### config.mk
export PLATFORM = sky130hd
export DESIGN_NAME = event_timestamp_fifo
export DESIGN_NICKNAME = d
export VERILOG_FILES = /design/src/rtl/ts_pkg.sv /design/src/rtl/gray_to_bin_pipe.sv /design/src/rtl/event_timestamp_fifo.sv
export SDC_FILE = /design/constraint.sdc
export NUM_CORES = 1
export LEC_CHECK = 0
export CAP_MARGIN = 20
export CORE_MARGIN = 1.5
export CORE_UTILIZATION = 30
export DETAILED_ROUTE_END_ITERATION = 10
export PLACE_DENSITY = 0.58
export SYNTH_ARGS = -nofsm -noshare
export SYNTH_HDL_FRONTEND = slang
export SYNTH_SLANG_ARGS = --single-unit
### constraint.sdc
create_clock -name clk_i -period 3.4 [get_ports clk_i]
set_clock_uncertainty 0.2 [all_clocks]
set_input_delay 0.68 -clock clk_i [delete_from_list [all_inputs] [get_ports clk_i]]
set_output_delay 0.68 -clock clk_i [all_outputs]
set_load 0.005 [all_outputs]
### src/rtl/ts_pkg.sv
// Shared timestamp definitions for the event capture path, readout and
// register blocks.
package ts_pkg;

  localparam int TS_CYCLE_WIDTH = 28;
  localparam int TS_PPS_WIDTH   = 16;
  localparam int TS_DROP_WIDTH  = 8;

  typedef struct packed {
    logic [TS_PPS_WIDTH-1:0]   pps;
    logic [TS_CYCLE_WIDTH-1:0] cycle;
  } ts_entry_t;

endpackage

### src/rtl/gray_to_bin_pipe.sv
// Two-stage Gray-to-binary converter with a valid bit and a sideband word
// carried alongside, so the pair leaves the pipe coherent.
module gray_to_bin_pipe #(
  parameter int WIDTH      = 28,
  parameter int SIDE_WIDTH = 16
) (
  input  logic                  clk_i,
  input  logic                  rst_n_i,
  input  logic                  valid_i,
  input  logic [WIDTH-1:0]      gray_i,
  input  logic [SIDE_WIDTH-1:0] side_i,
  output logic                  valid_o,
  output logic [WIDTH-1:0]      bin_o,
  output logic [SIDE_WIDTH-1:0] side_o
);

  localparam int LO_W = WIDTH / 2;

  logic                  s1_valid_d, s1_valid_q;
  logic [WIDTH-1:0]      s1_gray_d, s1_gray_q;
  logic [SIDE_WIDTH-1:0] s1_side_d, s1_side_q;
  logic                  s2_valid_d, s2_valid_q;
  logic [WIDTH-1:0]      s2_mix_d, s2_mix_q;
  logic [SIDE_WIDTH-1:0] s2_side_d, s2_side_q;
  logic [WIDTH-1:0]      bin_s;

  // s2_mix holds the upper half already in binary and the lower half still in Gray
  always_comb begin
    s1_valid_d = valid_i;
    s2_valid_d = s1_valid_q;
    if (valid_i) begin
      s1_gray_d = gray_i;
      s1_side_d = side_i;
    end else begin
      s1_gray_d = s1_gray_q;
      s1_side_d = s1_side_q;
    end
    s2_mix_d = s1_gray_q;
    for (int i = WIDTH - 2; i >= LO_W; i--) begin
      s2_mix_d[i] = s2_mix_d[i+1] ^ s1_gray_q[i];
    end
    if (s1_valid_q) begin
      s2_side_d = s1_side_q;
    end else begin
      s2_side_d = s2_side_q;
      s2_mix_d  = s2_mix_q;
    end
    bin_s = s2_mix_q;
    for (int i = LO_W - 1; i >= 0; i--) begin
      bin_s[i] = bin_s[i+1] ^ s2_mix_q[i];
    end
  end

  always_ff @(posedge clk_i or negedge rst_n_i) begin
    if (!rst_n_i) begin
      s1_valid_q <= 1'b0;
      s1_gray_q  <= {WIDTH{1'b0}};
      s1_side_q  <= {SIDE_WIDTH{1'b0}};
      s2_valid_q <= 1'b0;
      s2_mix_q   <= {WIDTH{1'b0}};
      s2_side_q  <= {SIDE_WIDTH{1'b0}};
    end else begin
      s1_valid_q <= s1_valid_d;
      s1_gray_q  <= s1_gray_d;
      s1_side_q  <= s1_side_d;
      s2_valid_q <= s2_valid_d;
      s2_mix_q   <= s2_mix_d;
      s2_side_q  <= s2_side_d;
    end
  end

  assign valid_o = s2_valid_q;
  assign bin_o   = bin_s;
  assign side_o  = s2_side_q;

endmodule

### src/rtl/event_timestamp_fifo.sv
// Captures {pps, cycle} on each event, converts the Gray cycle count and
// queues the timestamp in a show-ahead FIFO with drop tracking.
module event_timestamp_fifo
  import ts_pkg::*;
#(
  parameter int DEPTH       = 4,
  parameter int CYCLE_WIDTH = TS_CYCLE_WIDTH,
  parameter int PPS_WIDTH   = TS_PPS_WIDTH
) (
  input  logic                         clk_i,
  input  logic                         rst_n_i,
  input  logic [CYCLE_WIDTH-1:0]       cycle_count_gray_i,
  input  logic [PPS_WIDTH-1:0]         pps_count_i,
  input  logic                         event_i,
  input  logic                         rd_i,
  input  logic                         overflow_clr_i,
  output logic                         valid_o,
  output logic [CYCLE_WIDTH-1:0]       ts_cycle_o,
  output logic [PPS_WIDTH-1:0]         ts_pps_o,
  output logic [$clog2(DEPTH+1)-1:0]   count_o,
  output logic                         overflow_o,
  output logic [TS_DROP_WIDTH-1:0]     drop_count_o
);

  localparam int PTR_W   = $clog2(DEPTH);
  localparam int CNT_W   = $clog2(DEPTH + 1);
  localparam int ENTRY_W = PPS_WIDTH + CYCLE_WIDTH;

  logic                     wr_valid_s;
  logic [CYCLE_WIDTH-1:0]   wr_cycle_s;
  logic [PPS_WIDTH-1:0]     wr_pps_s;
  logic [ENTRY_W-1:0]       wdata_s;
  logic                     full_s, pop_s, push_s, drop_s;

  logic [ENTRY_W-1:0]       mem_d [DEPTH];
  logic [ENTRY_W-1:0]       mem_q [DEPTH];
  logic [PTR_W-1:0]         wr_ptr_d, wr_ptr_q, rd_ptr_d, rd_ptr_q;
  logic [CNT_W-1:0]         count_d, count_q;
  logic                     valid_d, valid_q;
  logic [ENTRY_W-1:0]       head_d, head_q;
  logic                     ovf_d, ovf_q;
  logic [TS_DROP_WIDTH-1:0] drop_cnt_d, drop_cnt_q;

  gray_to_bin_pipe #(
    .WIDTH      (CYCLE_WIDTH),
    .SIDE_WIDTH (PPS_WIDTH)
  ) u_g2b (
    .clk_i   (clk_i),
    .rst_n_i (rst_n_i),
    .valid_i (event_i),
    .gray_i  (cycle_count_gray_i),
    .side_i  (pps_count_i),
    .valid_o (wr_valid_s),
    .bin_o   (wr_cycle_s),
    .side_o  (wr_pps_s)
  );

  assign wdata_s = {wr_pps_s, wr_cycle_s};

  // A pop frees the slot in time for a write arriving at a full FIFO
  always_comb begin
    mem_d    = mem_q;
    wr_ptr_d = wr_ptr_q;
    rd_ptr_d = rd_ptr_q;
    count_d  = count_q;
    full_s   = (count_q == CNT_W'(DEPTH));
    pop_s    = rd_i && (count_q != {CNT_W{1'b0}});
    push_s   = wr_valid_s && (!full_s || pop_s);
    drop_s   = wr_valid_s && full_s && !pop_s;
    if (push_s) begin
      mem_d[wr_ptr_q] = wdata_s;
      wr_ptr_d        = wr_ptr_q + PTR_W'(1);
    end else begin
      wr_ptr_d = wr_ptr_q;
    end
    if (pop_s) begin
      rd_ptr_d = rd_ptr_q + PTR_W'(1);
    end else begin
      rd_ptr_d = rd_ptr_q;
    end
    case ({push_s, pop_s})
      2'b10:   count_d = count_q + CNT_W'(1);
      2'b01:   count_d = count_q - CNT_W'(1);
      default: count_d = count_q;
    endcase
    valid_d = (count_d != {CNT_W{1'b0}});
    // New head may be the entry being written this very edge
    if (!valid_d) begin
      head_d = head_q;
    end else if (push_s && (wr_ptr_q == rd_ptr_d)) begin
      head_d = wdata_s;
    end else begin
      head_d = mem_q[rd_ptr_d];
    end
    if (drop_s) begin
      ovf_d = 1'b1;
      if (overflow_clr_i) begin
        drop_cnt_d = TS_DROP_WIDTH'(1);
      end else if (drop_cnt_q == {TS_DROP_WIDTH{1'b1}}) begin
        drop_cnt_d = drop_cnt_q;
      end else begin
        drop_cnt_d = drop_cnt_q + TS_DROP_WIDTH'(1);
      end
    end else if (overflow_clr_i) begin
      ovf_d      = 1'b0;
      drop_cnt_d = {TS_DROP_WIDTH{1'b0}};
    end else begin
      ovf_d      = ovf_q;
      drop_cnt_d = drop_cnt_q;
    end
  end

  always_ff @(posedge clk_i or negedge rst_n_i) begin
    if (!rst_n_i) begin
      for (int i = 0; i < DEPTH; i++) begin
        mem_q[i] <= {ENTRY_W{1'b0}};
      end
      wr_ptr_q   <= {PTR_W{1'b0}};
      rd_ptr_q   <= {PTR_W{1'b0}};
      count_q    <= {CNT_W{1'b0}};
      valid_q    <= 1'b0;
      head_q     <= {ENTRY_W{1'b0}};
      ovf_q      <= 1'b0;
      drop_cnt_q <= {TS_DROP_WIDTH{1'b0}};
    end else begin
      mem_q      <= mem_d;
      wr_ptr_q   <= wr_ptr_d;
      rd_ptr_q   <= rd_ptr_d;
      count_q    <= count_d;
      valid_q    <= valid_d;
      head_q     <= head_d;
      ovf_q      <= ovf_d;
      drop_cnt_q <= drop_cnt_d;
    end
  end

  assign valid_o      = valid_q;
  assign count_o      = count_q;
  assign ts_cycle_o   = head_q[CYCLE_WIDTH-1:0];
  assign ts_pps_o     = head_q[ENTRY_W-1:CYCLE_WIDTH];
  assign overflow_o   = ovf_q;
  assign drop_count_o = drop_cnt_q;

endmodule

==> results.toml, run 1 <==
[yosys]
yosysWarningCount = 0
netlist_instances = 1365
synth_seq_cells = 327
synth-edff-count = 0
yosysMostFrequentCell = "dfrtp_1"
syn_area_um2 = 15500
synth_top_cell_by_area = "dfrtp_1"
synth_cell_type_count = 44
synth_top_area_share = 0.526
synth_top_flop_cell = "dfrtp_1"
avgSynthCellArea_um2 = 11.4
ys_top_cells_by_area = "dfrtp_1 53%, mux2_2 18%, o21ai_0 4.7%"
ys_top_cells_by_count = "327 x dfrtp_1, 245 x mux2_2, 146 x o21ai_0"
synthArstFlopShare = 1.00
yosysSeqAreaShare = 0.526
synth_nets = 1421

[route]
drc_errors = 0
wire_per_inst_um = 18.2
via_count = 11000
drt-total-wl_mm = 38.9
drt_iter0_markers = 542
first_pass_iters = 5
routed_via_density = 5.13
ant_nets = 0

[pwr]
clkPwrFrac = 0.207
power_density_nw_per_um2 = 1020
swShare = 0.368
p_seq_frac = 0.355
switchingPower_mw = 7.07
p_int_mw = 12.1
power_frac_comb = 0.438
ir_drop_uv = 469
p_leak_nw = 7.53

[global_routing]
grt_overflow = 0
antenna_found_initial = 0
grt_max_degree = 127
grt_pass1_vias = 11100
grt_pass1_wl_mm = 63.0
grtUsageTotal = 0.148

[die]
die_w_um = 231
start_util = 0.303
io_pins = 106
die_h_um = 231
die_area_um2 = 53200
fp-row-count = 83
core_area_um2 = 51300

[clocking]
cts_root_buf = "clkbuf_16"
path_clk_slew_ps = 60
cts_max_level = 2
clock-sinks = 327
clk_latency_ps = 530
clockBufferDepth = 3
cts_tree = "yes"
cts.repair.resized = 0
cts_made_buffers = 37

[cells_and_area]
area_delta_synth_final_pct = 20.8
layout-drive-gt1-share = 0.256
postLayoutCellArea_um2 = 18800
num_antenna_cells = 0
fill_cells = 5060
instances_no_fill = 2143
nets = 1492

[worst_setup_path]
crit_required_ps = 3660
crit_type = "in2reg"
cp-start-kind = "input port"
crit_path_end_kind = "flop"
cp_max_fo = 48
cp.arrival_ps = 3410

[timing]
slew_headroom = 0.572
clock.fmax_mhz = 317
worst_pin_slew_ps = 642
hold_viol_final = 0
fin_crit_ps = 3150
fin_hold_ws_ps = 272
rsz0062_at_grt = "no"
fin_crit_sh = 0.927
fin_ws_ps = 248
drv_slew = 0
setup_viol = 0

[status]
outcome = "finished clean"

[hold_path]
hold_class = "reg2reg"

[place]
hpwl_mm = 23.7
gp_congestion = 0.750
place_inst = 2076
dp_slack_ps = -281
placed_area_um2 = 17600
portBuffers = 105

[run]
drv_cap = 0
-- power by group through the flow --
| stage | clock (mW) | combinational (mW) | sequential, mW |
|---|---|---|---|
| 3_3_place_gp | 0 | 8.21 | 6.79 |
| 5_1_grt | 4.25 | 9.29 | 7.05 |
| 4_1_cts | 4.08 | 8.49 | 6.83 |
| 3_5_place_dp | 0 | 8.46 | 6.88 |
| 6_report | 3.97 | 8.40 | 6.81 |
| 2_1_floorplan | 0 | 6.07 | 6.36 |
-- final cells by class --
class                      count  area, um2  area share
sequential                   327       8190       0.436
multi-input combinational    910       6900       0.368
timing repair buffer         149       1570      0.0837
clock buffer                  57       1110      0.0593
tap                          680        851      0.0453
clock inverter                 9       98.8     0.00527
inverter                      11       42.5     0.00227
-- registers in the layout (all words and copies together) (netlist names), 3 cells and up --
name and count:
mem_q 176, head_q 44, u_g2b.s1_gray_q 28, u_g2b.s2_mix_q 28, u_g2b.s1_side_q 16, u_g2b.side_o 16, drop_count_o 8, count_o 3
-- worst max-delay path: stages --
cell and delay [ps]:
clkdlybuf4s50_1 480, nor4b_2 280, nor2b_1 100, inv_1 70
ha_1 160, inv_1 50, fa_1 370, xor2_1 150
nor2_1 60, xor2_1 150, or3_4 380, buf_12 190
o211ai_1 110, o21a_1 140
-- what timing repair did --
action	in CTS	in global routing
endpoints found under the setup margin	0	0
buffers inserted	0	0
hold buffers	1	0
hold endpoints to repair	66	0
-- path summary, 6_finish.rpt --
| kind | slack (ps) | endpoint | cells after the start | from |
|---|---|---|---|---|
| max | 250 | head_q[13] | 14 | rd_i |
| min | 270 | mem_q[90] | 2 | mem_q[90] |
| max reg2reg | 380 | head_q[13] | 13 | count_o[0] |
| min reg2reg | 270 | mem_q[90] | 2 | mem_q[90] |
| max in group asynchronous | 1670 | rd_ptr_q[1] | 3 | rst_n_i |
| min in group asynchronous | 520 | u_g2b.s1_gray_q[13] | 2 | rst_n_i |
-- through the flow --
step | setup TNS [ps] | power, mW | util
6_report | 0 | 19.2 | 0.366
5_1_grt | 0 | 20.6 | 0.366
4_1_cts | 0 | 19.4 | 0.366
3_5_place_dp | -10690 | 15.3 | 0.342
3_3_place_gp | -9440 | 15.0 | 0.342
2_1_floorplan | 0 | 12.4 | -
-- placed cells by master, fill, tap and decap left out, types with 10 or more instances in the layout --
cell type and count:
dfrtp_1 324, mux2_2 245, o21ai_0 146, clkdlybuf4s50_1 103, nand2_1 94, nor2_1 52, nor3_1 47, nand3_1 46
o22ai_1 44, o221ai_1 44, nor3b_1 44, clkbuf_16 39, a31oi_1 33, buf_4 28, xnor2_1 27, buf_12 15
xor2_1 11, o21a_1 11, clkbuf_1 11, inv_1 10, o211ai_1 10, a21oi_1 10
-- cells by family after synthesis --
group           Yosys count  synth area share
compound gates          303             0.119
xor+xnor                 54            0.0452
fa+ha+maj                 7           0.00612
buf+inv                 128            0.0320
flops                   327             0.526
mux                     247             0.179
simple gates            299            0.0922
-- routing by layer --
layer  up-vias  routed length [um]  part of all wire  track usage
li1       5101                   -                 -            -
met1      5535               17600              0.45        0.198
met2       291               18200              0.47        0.237
met3        72                1900             0.049       0.0266
met4         0                1230             0.032       0.0560
met5         -                   0                 0            0
Note: power is estimated with default switching activity, not from simulation.
==> run 2: changes to the inputs <==
CORE_UTILIZATION = 25   (was 30)
PLACE_DENSITY = 0.52   (was 0.58)
==> run 2 against run 1 <==
  * Die area increased by 20%
  * Highest routed layer unchanged
  * Sequential share of layout area decreased by 1.1 points
  * Largest power group unchanged
  * Fmax decreased by 1.4%
  * First-iteration DRC count increased by 9.0%
  * Critical path type unchanged
==> results.toml, run 2 (same netlist as run 1, synthesis figures left out) <==
[route]
wire_per_inst_um = 17.6
ant_nets = 0
drt_iter0_markers = 591
via_count = 10900
routed_via_density = 4.75
drt-total-wl_mm = 40.6
drc_errors = 0
first_pass_iters = 5

[global_routing]
antenna_found_initial = 0
grtUsageTotal = 0.127
grt_overflow = 0
grt_pass1_wl_mm = 63.8
grt_max_degree = 179
grt_pass1_vias = 11000

[worst_setup_path]
r2r_setup_slack_ps = 320
crit_type = "in2reg"
startpoint = "rd_i"
crit_required_ps = 3580
r2r_end = "head_q[27]"
reg2regPathDepth = 13
cp.arrival_ps = 3370
cp-start-kind = "input port"
cp_max_fo = 20
cp-endpoint = "head_q[27]"
crit_path_end_kind = "flop"
crit-reg2reg-launch = "count_o[0]"

[die]
core_area_um2 = 61600
io_pins = 106
die_h_um = 252
start_util = 0.252
die_area_um2 = 63700
fp-row-count = 91
die_w_um = 252

[clocking]
cts_made_buffers = 37
cts_root_buf = "clkbuf_16"
clockBufferDepth = 3
clk_latency_ps = 540
path_clk_slew_ps = 60
clock-sinks = 327
cts_max_level = 2
cts_tree = "yes"

[pwr]
ir_drop_uv = 625
p_leak_nw = 7.67
power_density_nw_per_um2 = 1030

[status]
outcome = "finished clean"

[cells_and_area]
regArea_um2 = 8190
fill_cells = 6200
layout_commonest_cell = "dfrtp_1"
layout-drive-gt1-share = 0.261
post-route-util = 0.313
nets = 1495
mostFrequentLayoutCells = "324 x dfrtp_1, 245 x mux2_2, 146 x o21ai_0"
multi_input_area_um2 = 6930
postLayoutCellArea_um2 = 19300
regMostFlops = "mem_q"
largest_register_ff_count = 176
reg_top3 = "mem_q (176), head_q (44)"
num_antenna_cells = 0
area_delta_synth_final_pct = 23.9

[timing]
finalSetupTns_ps = 0
setup_viol = 0
rsz0062_at_grt = "no"
fin_ws_ps = 202
fin_crit_ps = 3200
drv_slew = 0
clock.fmax_mhz = 313
hold_viol_final = 0
slew_headroom = 0.542
worst_pin_slew_ps = 688
fin_crit_sh = 0.940

[run]
drv_cap = 0

[place]
portBuffers = 105
dp_slack_ps = -336
placed_area_um2 = 17900
gp_congestion = 0.752
hpwl_mm = 25.0

[hold_path]
min-delay-start = "mem_q[92]"
hold_class = "reg2reg"
hold_path_depth = 2
==> run 2: cell types whose count changed in the layout (fill, tap and decap cells not counted), moves of 2 or more <==
cell        previous run  this run
clkbuf_1              11         6
bufinv_16              2         7
clkinv_2               7         2
buf_12                15        24
buf_4                 28        22
clkbuf_16             39        37
clkbuf_8               7         9
clkinvlp_4             0         2
nand2_4                0         4
nand2_2                5         1
==> run 2: cell type report <==
cell class / instances / share of cell area
Sequential cell: 327 / 0.425
Clock buffer: 52 / 0.0557
Clock inverter: 14 / 0.0136
Tap cell: 837 / 0.0544
Multi-Input combinational cell: 910 / 0.360
Inverter: 11 / 0.00227
Timing Repair Buffer: 152 / 0.0886
==> run 2: through the flow <==
stage / total power [mW] / hold slack, ps / instances
global placement: 15.3 / 257 / 2236
global route: 21.2 / 304 / 2303
CTS: 20.1 / 280 / 2303
floorplan: 12.4 / 152 / 1365
detailed placement: 15.6 / 267 / 2236
finish: 19.8 / 276 / 2303
==> run 2: where the power goes <==
group	leakage (nW)	total, mW	switching (mW)	internal [mW]
Combinational	3.12	8.69	4.39	4.30
Clock	0.648	4.37	1.64	2.74
Sequential	3.91	6.74	1.20	5.53
Total	7.67	19.8	7.23	12.6
==> run 2: worst min path at each step <==
stage / slack [ps] / endpoint
finish: 280 / mem_q[92]
global route: 300 / mem_q[93]
CTS: 280 / mem_q[92]
detailed placement: 270 / mem_q[94]
global placement: 260 / mem_q[6]
floorplan: 150 / u_g2b.valid_o
==> run 2: metal layers <==
metal | up-vias | share of wire | track usage
met5 | - | 0 | 0
met4 | 0 | 0.024 | 0.0450
met3 | 70 | 0.049 | 0.0260
met2 | 240 | 0.47 | 0.209
met1 | 5524 | 0.45 | 0.164
li1 | 5111 | - | -
==> run 2: repair_timing <==
action	in CTS	in global routing
gates resized for setup	0	1
setup buffers	0	0
endpoints found under the hold margin	65	0
hold buffers	1	0
setup endpoints to repair	0	2
==> run 2: worst max-delay path, stage by stage <==
cell	delay, ps
clkdlybuf4s50_1	500
nor4b_4	280
nor2b_1	100
inv_1	60
ha_1	160
inv_1	60
fa_1	370
xor2_1	150
nor2_1	70
xor2_1	160
or3_4	400
buf_4	230
nor2_1	100
a31oi_1	60
==> run 3: changes to the inputs <==
CORE_ASPECT_RATIO = 1.25   (was not set)
==> run 3 against run 2 <==
  * Largest power group unchanged
  * Register-to-register slack improved by 70 ps
  * Clock power decreased by 9.2%
  * Sequential share of layout area increased by 0.69 points
  * Highest routed layer unchanged
  * Via count decreased by 0.10%
  * Non-clock buffer count unchanged
==> results.toml, run 3 (same netlist as run 1, synthesis figures left out) <==
[cells_and_area]
largest_register_ff_count = 176
area_delta_synth_final_pct = 21.9
reg_top3 = "mem_q (176), head_q (44)"
layout-drive-gt1-share = 0.256
multi_input_area_um2 = 6900
mostFrequentLayoutCells = "324 x dfrtp_1, 245 x mux2_2, 146 x o21ai_0"
fill_cells = 6276
layout_commonest_cell = "dfrtp_1"
regMostFlops = "mem_q"
num_antenna_cells = 0
regArea_um2 = 8190
nets = 1492

[pwr]
ir_drop_uv = 423
power_density_nw_per_um2 = 1030
finalPower_mw = 19.4
p_leak_nw = 7.52

[worst_setup_path]
cp.arrival_ps = 3350
crit_path_max_incr_delay_ps = 440
slowest_stage = "clkdlybuf4s50_1"
path_buf_inv = 4
cp-start-kind = "input port"
r2r_end = "head_q[11]"
reg2regPathDepth = 13
crit_path_end_kind = "flop"
path_cells = "clkdlybuf4s50_1 > nor4b_2 > nor2b_1 > inv_1 > ha_1 > inv_1 > fa_1 > xor2_1 > nor2_1 > xor2_1 > or3_4 > buf_12 > o211ai_1 > o21a_1"
cp_max_fo = 32
r2r_setup_slack_ps = 390
cp_top_family = "simple AND/OR/NAND/NOR gates"
crit_required_ps = 3660
crit_type = "in2reg"
crit-reg2reg-launch = "count_o[1]"

[clocking]
cts_max_level = 2
path_clk_slew_ps = 60
clockBufferDepth = 3
clock-sinks = 327
cts_tree = "yes"
cts_root_buf = "clkbuf_16"
clk_latency_ps = 530
cts_made_buffers = 34
cts.repair.resized = 0
cts_setup_buffers = 0

[timing]
slew_headroom = 0.439
clock.fmax_mhz = 324
fin_crit_ps = 3080
finalSetupTns_ps = 0
fin_crit_sh = 0.907
worst_pin_slew_ps = 842
setup_viol = 0
hold_viol_final = 0
rsz0062_at_grt = "no"
drv_slew = 0

[route]
ant_nets = 0
drt-total-wl_mm = 40.9
via_count = 10900
wire_per_inst_um = 17.8
first_pass_iters = 7
routed_via_density = 4.77
drt_iter0_markers = 601
drc_errors = 0

[die]
die_area_um2 = 63700
start_util = 0.252
io_pins = 106
fp-row-count = 102
die_h_um = 282
core_area_um2 = 61800
die_w_um = 226

[hold_path]
min-delay-start = "mem_q[12]"
hold_path_end = "mem_q[12]"
hold_class = "reg2reg"
hold_path_depth = 2

[status]
outcome = "finished clean"

[global_routing]
grt_max_degree = 178
grt_pass1_vias = 11200
grt_overflow = 0
grt_pass1_wl_mm = 64.4
grtUsageTotal = 0.128
antenna_found_initial = 0

[place]
gp_congestion = 0.720
hpwl_mm = 24.9
portBuffers = 105

[run]
drv_cap = 0
-- run 3: final cells by class --
cell class,count,area share
Inverter,11,0.00225
Sequential cell,327,0.432
Clock inverter,10,0.00977
Timing Repair Buffer,152,0.0841
Tap cell,832,0.0549
Multi-Input combinational cell,910,0.364
Clock buffer,49,0.0522
-- run 3: routing by layer --
| metal | vias up | global-route usage | share of wire | wire length [um] |
|---|---|---|---|---|
| met5 | - | 0 | 0 | 0 |
| met2 | 231 | 0.232 | 0.51 | 21000 |
| met1 | 5554 | 0.151 | 0.42 | 17000 |
| met4 | 0 | 0.0444 | 0.026 | 1080 |
| li1 | 5088 | - | - | - |
| met3 | 61 | 0.0219 | 0.045 | 1860 |
-- run 3: worst max-delay path by stage --
stage	startpoint	to	slack (ps)	depth (start not counted)
finish	rd_i	head_q[11]	320	14
global route	rd_i	head_q[10]	170	14
CTS	rd_i	head_q[11]	320	14
detailed placement	rd_i	head_q[31]	-220	14
global placement	rd_i	head_q[11]	-260	13
floorplan	rd_i	head_q[25]	3	15
-- run 3: worst min-delay path: stages (launching register included) --
cell	delay, ps
dfrtp_1	340
nand2_1	50
o21ai_0	60
-- run 3: where the power goes --
part,internal (mW),total [mW],switching [mW]
clock,2.41,3.97,1.57
sequential,5.53,6.75,1.22
combinational,4.27,8.72,4.45
total,12.2,19.4,7.24
-- run 3: timing repair --
item | in CTS | in global routing
setup endpoints to repair | 0 | 0
hold endpoints to repair | 55 | 0
hold buffers | 1 | 0
-- run 3: per-stage QoR --
step,instance area [um2],worst slack [ps],hold slack [ps],cells,util
2_1_floorplan,15600,2.67,152,1365,-
3_3_place_gp,17800,-258,258,2231,0.288
3_5_place_dp,17800,-224,267,2231,0.288
4_1_cts,18900,321,281,2291,0.307
5_1_grt,18900,171,311,2291,0.307
6_report,18900,317,276,2291,0.307
